$ cat src/rtl/fp_pkg.sv
// Shared floating-point definitions for the FP datapath (single precision).
// Holds field widths, special encodings, the divider FSM states and operand classification.
package fp_pkg;

    localparam int EXP_W = 8;
    localparam int MAN_W = 23;
    localparam int BIAS  = 127;

    localparam logic [EXP_W+MAN_W:0] FP_INF  = 32'h7F80_0000;
    localparam logic [EXP_W+MAN_W:0] FP_ZERO = 32'h0000_0000;

    typedef enum logic [1:0] {IDLE, DIV, NORM, SPEC} state_t;

    typedef enum logic [1:0] {CLS_NORM, CLS_INF, CLS_ZERO} fp_cls_t;

    // Priority matters: a NaN/Inf operand wins over a zero dividend, which wins over a zero divisor.
    function automatic fp_cls_t fp_div_classify(input logic [EXP_W-1:0] ea,
                                                input logic [EXP_W-1:0] eb);
        if (ea == '1 || eb == '1) return CLS_INF;
        if (ea == '0)             return CLS_ZERO;
        if (eb == '0)             return CLS_INF;
        return CLS_NORM;
    endfunction

endpackage

$ cat src/rtl/fp_div_mant_core.sv
// Restoring mantissa divider: one quotient bit per step, MAN_W+3 steps per operation.
module fp_div_mant_core #(
    parameter int MAN_W = 23
) (
    input  logic             clk,
    input  logic             load,
    input  logic             step,
    input  logic [MAN_W-1:0] ma,
    input  logic [MAN_W-1:0] mb,
    output logic [MAN_W+2:0] q,
    output logic             rem_nonzero,
    output logic             last
);
    localparam int Q     = MAN_W + 3;
    localparam int CNT_W = $clog2(Q);

    // rem stays below 2*dv, so one bit above the 24-bit mantissa is enough
    logic [MAN_W+1:0] rem;
    logic [MAN_W:0]   dv;
    logic [CNT_W-1:0] cnt;

    always_ff @(posedge clk) begin
        if (load) begin
            rem <= {1'b0, 1'b1, ma};
            dv  <= {1'b1, mb};
            q   <= '0;
            cnt <= '0;
        end else if (step) begin
            if (rem >= {1'b0, dv}) begin
                rem <= (rem - {1'b0, dv}) << 1;
                q   <= {q[Q-2:0], 1'b1};
            end else begin
                rem <= rem << 1;
                q   <= {q[Q-2:0], 1'b0};
            end
            cnt <= cnt + 1'b1;
        end
    end

    assign rem_nonzero = |rem;
    assign last        = (cnt == CNT_W'(Q - 1));

endmodule

$ cat src/rtl/fp_divider.sv
// Iterative single-precision divider out = a / b with start/busy/done handshake.
// Optional macro FP_DIV_ROUND_NEAREST_EN selects round-to-nearest-even instead of truncation.
module fp_divider #(
    parameter int EXP_W = fp_pkg::EXP_W,
    parameter int MAN_W = fp_pkg::MAN_W,
    parameter int BIAS  = fp_pkg::BIAS
) (
    input  logic                   clk,
    input  logic                   rst,
    input  logic                   start,
    input  logic [EXP_W+MAN_W:0]   a,
    input  logic [EXP_W+MAN_W:0]   b,
    output logic                   busy,
    output logic                   done,
    output logic [EXP_W+MAN_W:0]   out
);
    import fp_pkg::*;

    localparam int W = EXP_W + MAN_W + 1;
    localparam int Q = MAN_W + 3;
    localparam logic signed [EXP_W+1:0] E_ONES = (EXP_W+2)'((1 << EXP_W) - 1);
    localparam logic signed [EXP_W+1:0] BIAS_E = (EXP_W+2)'(BIAS);
    localparam logic signed [EXP_W+1:0] ONE_E  = (EXP_W+2)'(1);

    state_t                   state, state_nxt;
    logic                     acc, load, step, fin;
    fp_cls_t                  cls;
    logic                     sign_r;
    logic signed [EXP_W+1:0]  e_base;
    logic [W-1:0]             spec_r;
    logic [Q-1:0]             q;
    logic                     rem_nz, last;
    logic signed [EXP_W+1:0]  e_n, e_rd;
    logic [MAN_W-1:0]         mant, mant_rd;
    logic [W-1:0]             norm_res;

    function automatic logic [W-1:0] pack_res(input logic s,
                                              input logic signed [EXP_W+1:0] e,
                                              input logic [MAN_W-1:0] m);
        if (e >= E_ONES) return {s, {EXP_W{1'b1}}, {MAN_W{1'b0}}};
        if (e <= 0)      return {s, {(W-1){1'b0}}};
        return {s, e[EXP_W-1:0], m};
    endfunction

`ifdef FP_DIV_ROUND_NEAREST_EN
    function automatic logic [MAN_W:0] round_ne(input logic [MAN_W-1:0] m,
                                                input logic g,
                                                input logic s);
        return {1'b0, m} + (MAN_W+1)'(g & (s | m[0]));
    endfunction

    logic guard, sticky, carry;
`else
    logic unused_bits;
    assign unused_bits = ^{q[0], rem_nz};
`endif

    assign cls  = fp_div_classify(a[W-2:MAN_W], b[W-2:MAN_W]);
    assign busy = (state != IDLE);

    fp_div_mant_core #(.MAN_W(MAN_W)) u_core (
        .clk         (clk),
        .load        (load),
        .step        (step),
        .ma          (a[MAN_W-1:0]),
        .mb          (b[MAN_W-1:0]),
        .q           (q),
        .rem_nonzero (rem_nz),
        .last        (last)
    );

    always_comb begin
        state_nxt = state;
        acc       = 1'b0;
        load      = 1'b0;
        step      = 1'b0;
        fin       = 1'b0;
        case (state)
            IDLE: begin
                // done is still high in the cycle right after completion; that start is dropped
                if (start && !done) begin
                    acc = 1'b1;
                    if (cls != CLS_NORM) begin
                        state_nxt = SPEC;
                    end else begin
                        load      = 1'b1;
                        state_nxt = DIV;
                    end
                end
            end
            DIV: begin
                step = 1'b1;
                if (last) state_nxt = NORM;
            end
            NORM: begin
                fin       = 1'b1;
                state_nxt = IDLE;
            end
            SPEC: begin
                fin       = 1'b1;
                state_nxt = IDLE;
            end
            default: state_nxt = IDLE;
        endcase
    end

    always_comb begin
        if (q[Q-1]) begin
            mant = q[Q-2:2];
            e_n  = e_base;
        end else begin
            mant = q[Q-3:1];
            e_n  = e_base - ONE_E;
        end
`ifdef FP_DIV_ROUND_NEAREST_EN
        guard  = q[Q-1] ? q[1] : q[0];
        sticky = q[Q-1] ? (q[0] | rem_nz) : rem_nz;
        {carry, mant_rd} = round_ne(mant, guard, sticky);
        e_rd = e_n + $signed({{(EXP_W+1){1'b0}}, carry});
`else
        mant_rd = mant;
        e_rd    = e_n;
`endif
        norm_res = pack_res(sign_r, e_rd, mant_rd);
    end

    always_ff @(posedge clk) begin
        if (rst) begin
            state <= IDLE;
            done  <= 1'b0;
            out   <= '0;
        end else begin
            state <= state_nxt;
            done  <= fin;
            if (fin) out <= (state == SPEC) ? spec_r : norm_res;
        end
    end

    // Operand-derived fields, captured on the accepting edge
    always_ff @(posedge clk) begin
        if (acc) begin
            sign_r <= a[W-1] ^ b[W-1];
            e_base <= $signed({2'b00, a[W-2:MAN_W]}) - $signed({2'b00, b[W-2:MAN_W]}) + BIAS_E;
            spec_r <= (cls == CLS_ZERO) ? FP_ZERO : FP_INF;
        end
    end

endmodule

$ cat config.mk
export PLATFORM = sky130hd
export DESIGN_NAME = fp_divider
export DESIGN_NICKNAME = d
export VERILOG_FILES = /design/src/rtl/fp_pkg.sv /design/src/rtl/fp_div_mant_core.sv /design/src/rtl/fp_divider.sv
export SDC_FILE = /design/constraint.sdc
export NUM_CORES = 1
export LEC_CHECK = 0
export ABC_AREA = 0
export CAP_MARGIN = 20
export CELL_PAD_IN_SITES_DETAIL_PLACEMENT = 0
export CELL_PAD_IN_SITES_GLOBAL_PLACEMENT = 2
export CORE_MARGIN = 1.5
export CORE_UTILIZATION = 37
export CTS_CLUSTER_DIAMETER = 200
export DETAILED_ROUTE_END_ITERATION = 6
export PLACE_DENSITY = 0.9
export SYNTH_ARGS = -nofsm -noshare
export SYNTH_HDL_FRONTEND = slang
export SYNTH_SLANG_ARGS = --single-unit
$ cat constraint.sdc
create_clock -name clk -period 6.78 [get_ports clk]
set_clock_uncertainty 0.2 [all_clocks]
set_input_delay 1.356 -clock clk [delete_from_list [all_inputs] [get_ports clk]]
set_output_delay 1.356 -clock clk [all_outputs]
set_load 0.02 [all_outputs]
==> impl_results.md <==
* Run status: completed
* Synthesized instance count at around 750
* Maximum fanout along the worst path at about 40
* First-pass GRT wire length at about 27 mm
* Number of buffers inserted by post-CTS setup repair at 0
* Critical Path End Type: flop
* Initial core utilization at 38.0%
* Maximum level of the CTS H-tree at 4
* Cell breakdown of the critical path: clkdlybuf4s50_1 > nor4_1 > nand2_1 > nand4_1 > buf_4 > nand2_1 > buf_4 > o32ai_1 > a21oi_1
* Number of hold buffers added after cts at 0
* Number of I/O pins at slightly above 100
* Static power due to leakage at 3.50 nW
* Dominant delay contributor by cell family on the critical path: buffers and inverters
* Vias per std cell at about 5.0
* Share of the clock period used by the worst path after layout at ~58%
* Summed negative setup slack over all endpoints at 0 ns
* Total of flip-flops plus latches after synthesis at roughly 130
* Quantity of I/O buffers inserted on ports at 100
* P per Cell Area at roughly 350 nW/µm²
* Sinks on the clock net at around 130
* Top cell type's share of synthesized area at around 24%
* CP startpoint kind: primary input
* Cell taking the most area after synthesis: edfxtp_1
* Longest individual stage delay on the worst path at between 0.5 and 0.6 ns
* Worst Tran Pin Value at 0.934 ns
* Worst skew pair latency at ~0.43 ns
* DR DRC count at 0
* Main synth FF type: dfxtp_1
* Antenna Nets Post-Route at 0
* Category of the critical setup timing path: in2reg
* Slew Limit Fails at 0
* Cell Area, Synth at a little over 7000 µm²
* Initial DRC Count at between 200 and 250
* Synthesized Nets at ~860
* Die Y-Extent at around 140 µm
* Count of final setup violators at 0
* Number of global-route vias before repair at ~5500
* Avg Inst Size Synth at approximately 9.5 µm²
* Final hold violation count at 0
* Relative max-transition margin at about 38%
* Yosys warning count at 0
* Maximum clock path buffer count at 2
* Final routed wirelength across all metal layers at between 15 and 20 mm
* Quantity of gates resized following cts at 0
* Data arrival time at the worst-slack endpoint at 4.02 ns
* Per-cell routed wire length at 14.8 µm
* Ratio of cells with drive above 1 in the final layout at under 10%
* Share of flip-flops with an asynchronous set or reset after synthesis at 0%
* Number of distinct library cells after synthesis at between 60 and 70
* Worst path setup slack after routing at 2.87 ns
* Crit path buf inv count at 3
* Part of the Yosys area used for sequential elements at 43.5%
* Area of the core at about 19000 µm²
* Number of antenna violations at the first check in global routing at 2
* Number of synthesized flops with an enable pin at a little under 60
* Clock-pin slew on the worst setup and hold paths at approximately 0.06 ns
* Crit path max-delay cell type: nand2_1
* Global router's overall resource usage at approximately 17%
* Minimum setup slack after placement at around 2.3 ns
* Final net count at between 900 and 1000
* RSZ-0062 raised after global routing: no
* Pin count of the biggest net entering global routing at 42
* Final critical-path required period at ~4 ns
* CTS tree: done
* Final global-route overflow total at 0
* Number of buffers added by the clock tree synthesis step at 17
* Total of max-cap violations at 0
* Layout Area Growth over Synthesis at 24.9%
* Drt pass-1 iters at 4
* Data required time of the critical path at roughly 6.9 ns
* Cell row count at 50
* Clock tree root buffer cell: clkbuf_16
* Overall die width at between 100 and 150 µm
* Worst hold path type: reg2reg
* Die area at between 20000 and 25000 µm²
* Final hold slack at 0.247 ns
* Via count at approximately 5500
* Worst supply voltage drop on vdd at roughly 0.00018 V
* Final RePlAce weighted congestion at around 0.81
* Max Freq at between 200 and 300 MHz
* Detailed placer's ending HPWL at 11.7 mm
* Biggest area contributors in the synthesized netlist: edfxtp_1 (24%), dfxtp_1 (19%), nand2_1 (6.2%), ha_1 (6.1%), mux2i_1 (5.6%)
[per-stage QoR]
stage | cells | power [mW] | instance area (µm²) | utilization (%)
final | 1099 | 3.14 | 8900 | 47.4
after global routing | 1098 | 3.37 | 8900 | 47.4
after CTS | 1097 | 3.17 | 8870 | 47.3
after detailed placement | 1065 | 2.24 | 8290 | 44.2
after global placement | 1065 | 2.24 | 8290 | 44.2
after floorplan | 754 | 1.96 | 7130 | -
[final timing paths]
path	from	end	slack (ns)	cells after the start
worst min-delay path	u_core.q[0]	u_core.q[1]	0.25	2
worst max-delay path	a[28]	u_core.rem[23]	2.87	9
worst min register to register	u_core.q[0]	u_core.q[1]	0.25	2
worst max register to register	u_core.rem[12]	u_core.rem[12]	3.31	10
[state kept, by name, indices dropped and copies added, names as in the netlist]
register	count
done	1
e_base	10
out	32
sign_r	1
spec_r	1
state	2
u_core.cnt	5
u_core.dv	23
u_core.q	26
u_core.rem	25
[Yosys cell counts (all sizes together) (2+ instances only)]
library cell	n
nor3	10
a21oi	36
xnor2	29
and2b	3
o31ai	6
nand3	45
a21o	15
a2111oi	2
a21boi	3
inv	51
nor2b	8
nor4	9
ha	35
nand2	117
nand2b	8
a221o	4
and2	5
nor2	38
or2	3
a41oi	3
nand4	12
o311ai	4
fa	2
xor2	15
nor4b	2
o211ai	3
a211oi	3
buf	15
dlygate4sd3	2
o21ai	54
o21a	3
o21bai	2
or4	3
mux2i	40
dfxtp	68
o41ai	2
edfxtp	58
a31oi	8
clkbuf	14
[report_power, final]
group / switching, mW / leakage [nW] / internal (mW) / total [mW]
logic: 0.669 / 2.10 / 0.526 / 1.20
clock network: 0.381 / 0.286 / 0.527 / 0.908
registers: 0.0763 / 1.11 / 0.956 / 1.03
total: 1.13 / 3.50 / 2.01 / 3.14
[kinds of logic (layout without fill, tap and decap cells)]
kind of cell	Yosys count	count (layout)	synth area share, %
and+or+nand+nor	268	268	18.0
AOI/OAI and AO/OA	155	155	14.9
DFF	126	126	43.5
buffers and inverters	83	193	5.53
xor gates and xnor gates	44	44	5.51
muxes	41	41	5.83
adders and majority gates	37	37	6.71
other	0	1	0
[worst reg2reg max path, delay by kind of cell, from the launching register on]
family | cells | cell delay (ns)
mux | 1 | 0.21
flops | 1 | 0.41
simple gates | 3 | 0.95
buf+inv | 1 | 0.36
fa+ha+maj | 1 | 0.41
compound gates | 4 | 0.65
[layout make-up]
class	count	area [µm²]
Antenna cell	1	2.50
Clock buffer	18	439
Clock inverter	14	143
Fill cell	1810	9870
Inverter	52	195
Multi-Input combinational cell	545	3640
Sequential cell	126	3100
Tap cell	234	293
Timing Repair Buffer	109	1090
[placed cells by master (no fill, tap or decap), types with 9 or more instances in the layout]
| cell | synthesis | final |
|---|---|---|
| nor2_1 | 38 | 35 |
| clkdlybuf4s50_1 | 0 | 100 |
| xnor2_1 | 28 | 28 |
| nand2_1 | 117 | 117 |
| inv_1 | 51 | 51 |
| edfxtp_1 | 58 | 58 |
| a21o_1 | 15 | 15 |
| xor2_1 | 15 | 15 |
| mux2i_1 | 40 | 40 |
| o21ai_0 | 34 | 34 |
| nand4_1 | 10 | 10 |
| ha_1 | 35 | 35 |
| clkbuf_16 | 0 | 17 |
| dfxtp_1 | 68 | 67 |
| nand3_1 | 44 | 44 |
| a21oi_1 | 34 | 34 |
| o21ai_2 | 20 | 20 |
| nor4_1 | 9 | 9 |
[per-layer routing]
metal,part of all wire (%),vias to the layer above,track usage [%]
met5,0.080,-,0
met4,1.0,2,4.88
met3,4.4,13,5.53
met2,48,79,28.9
met1,47,2562,21.5
li1,-,2877,-
No activity file was read; power rests on OpenSTA's default activity.
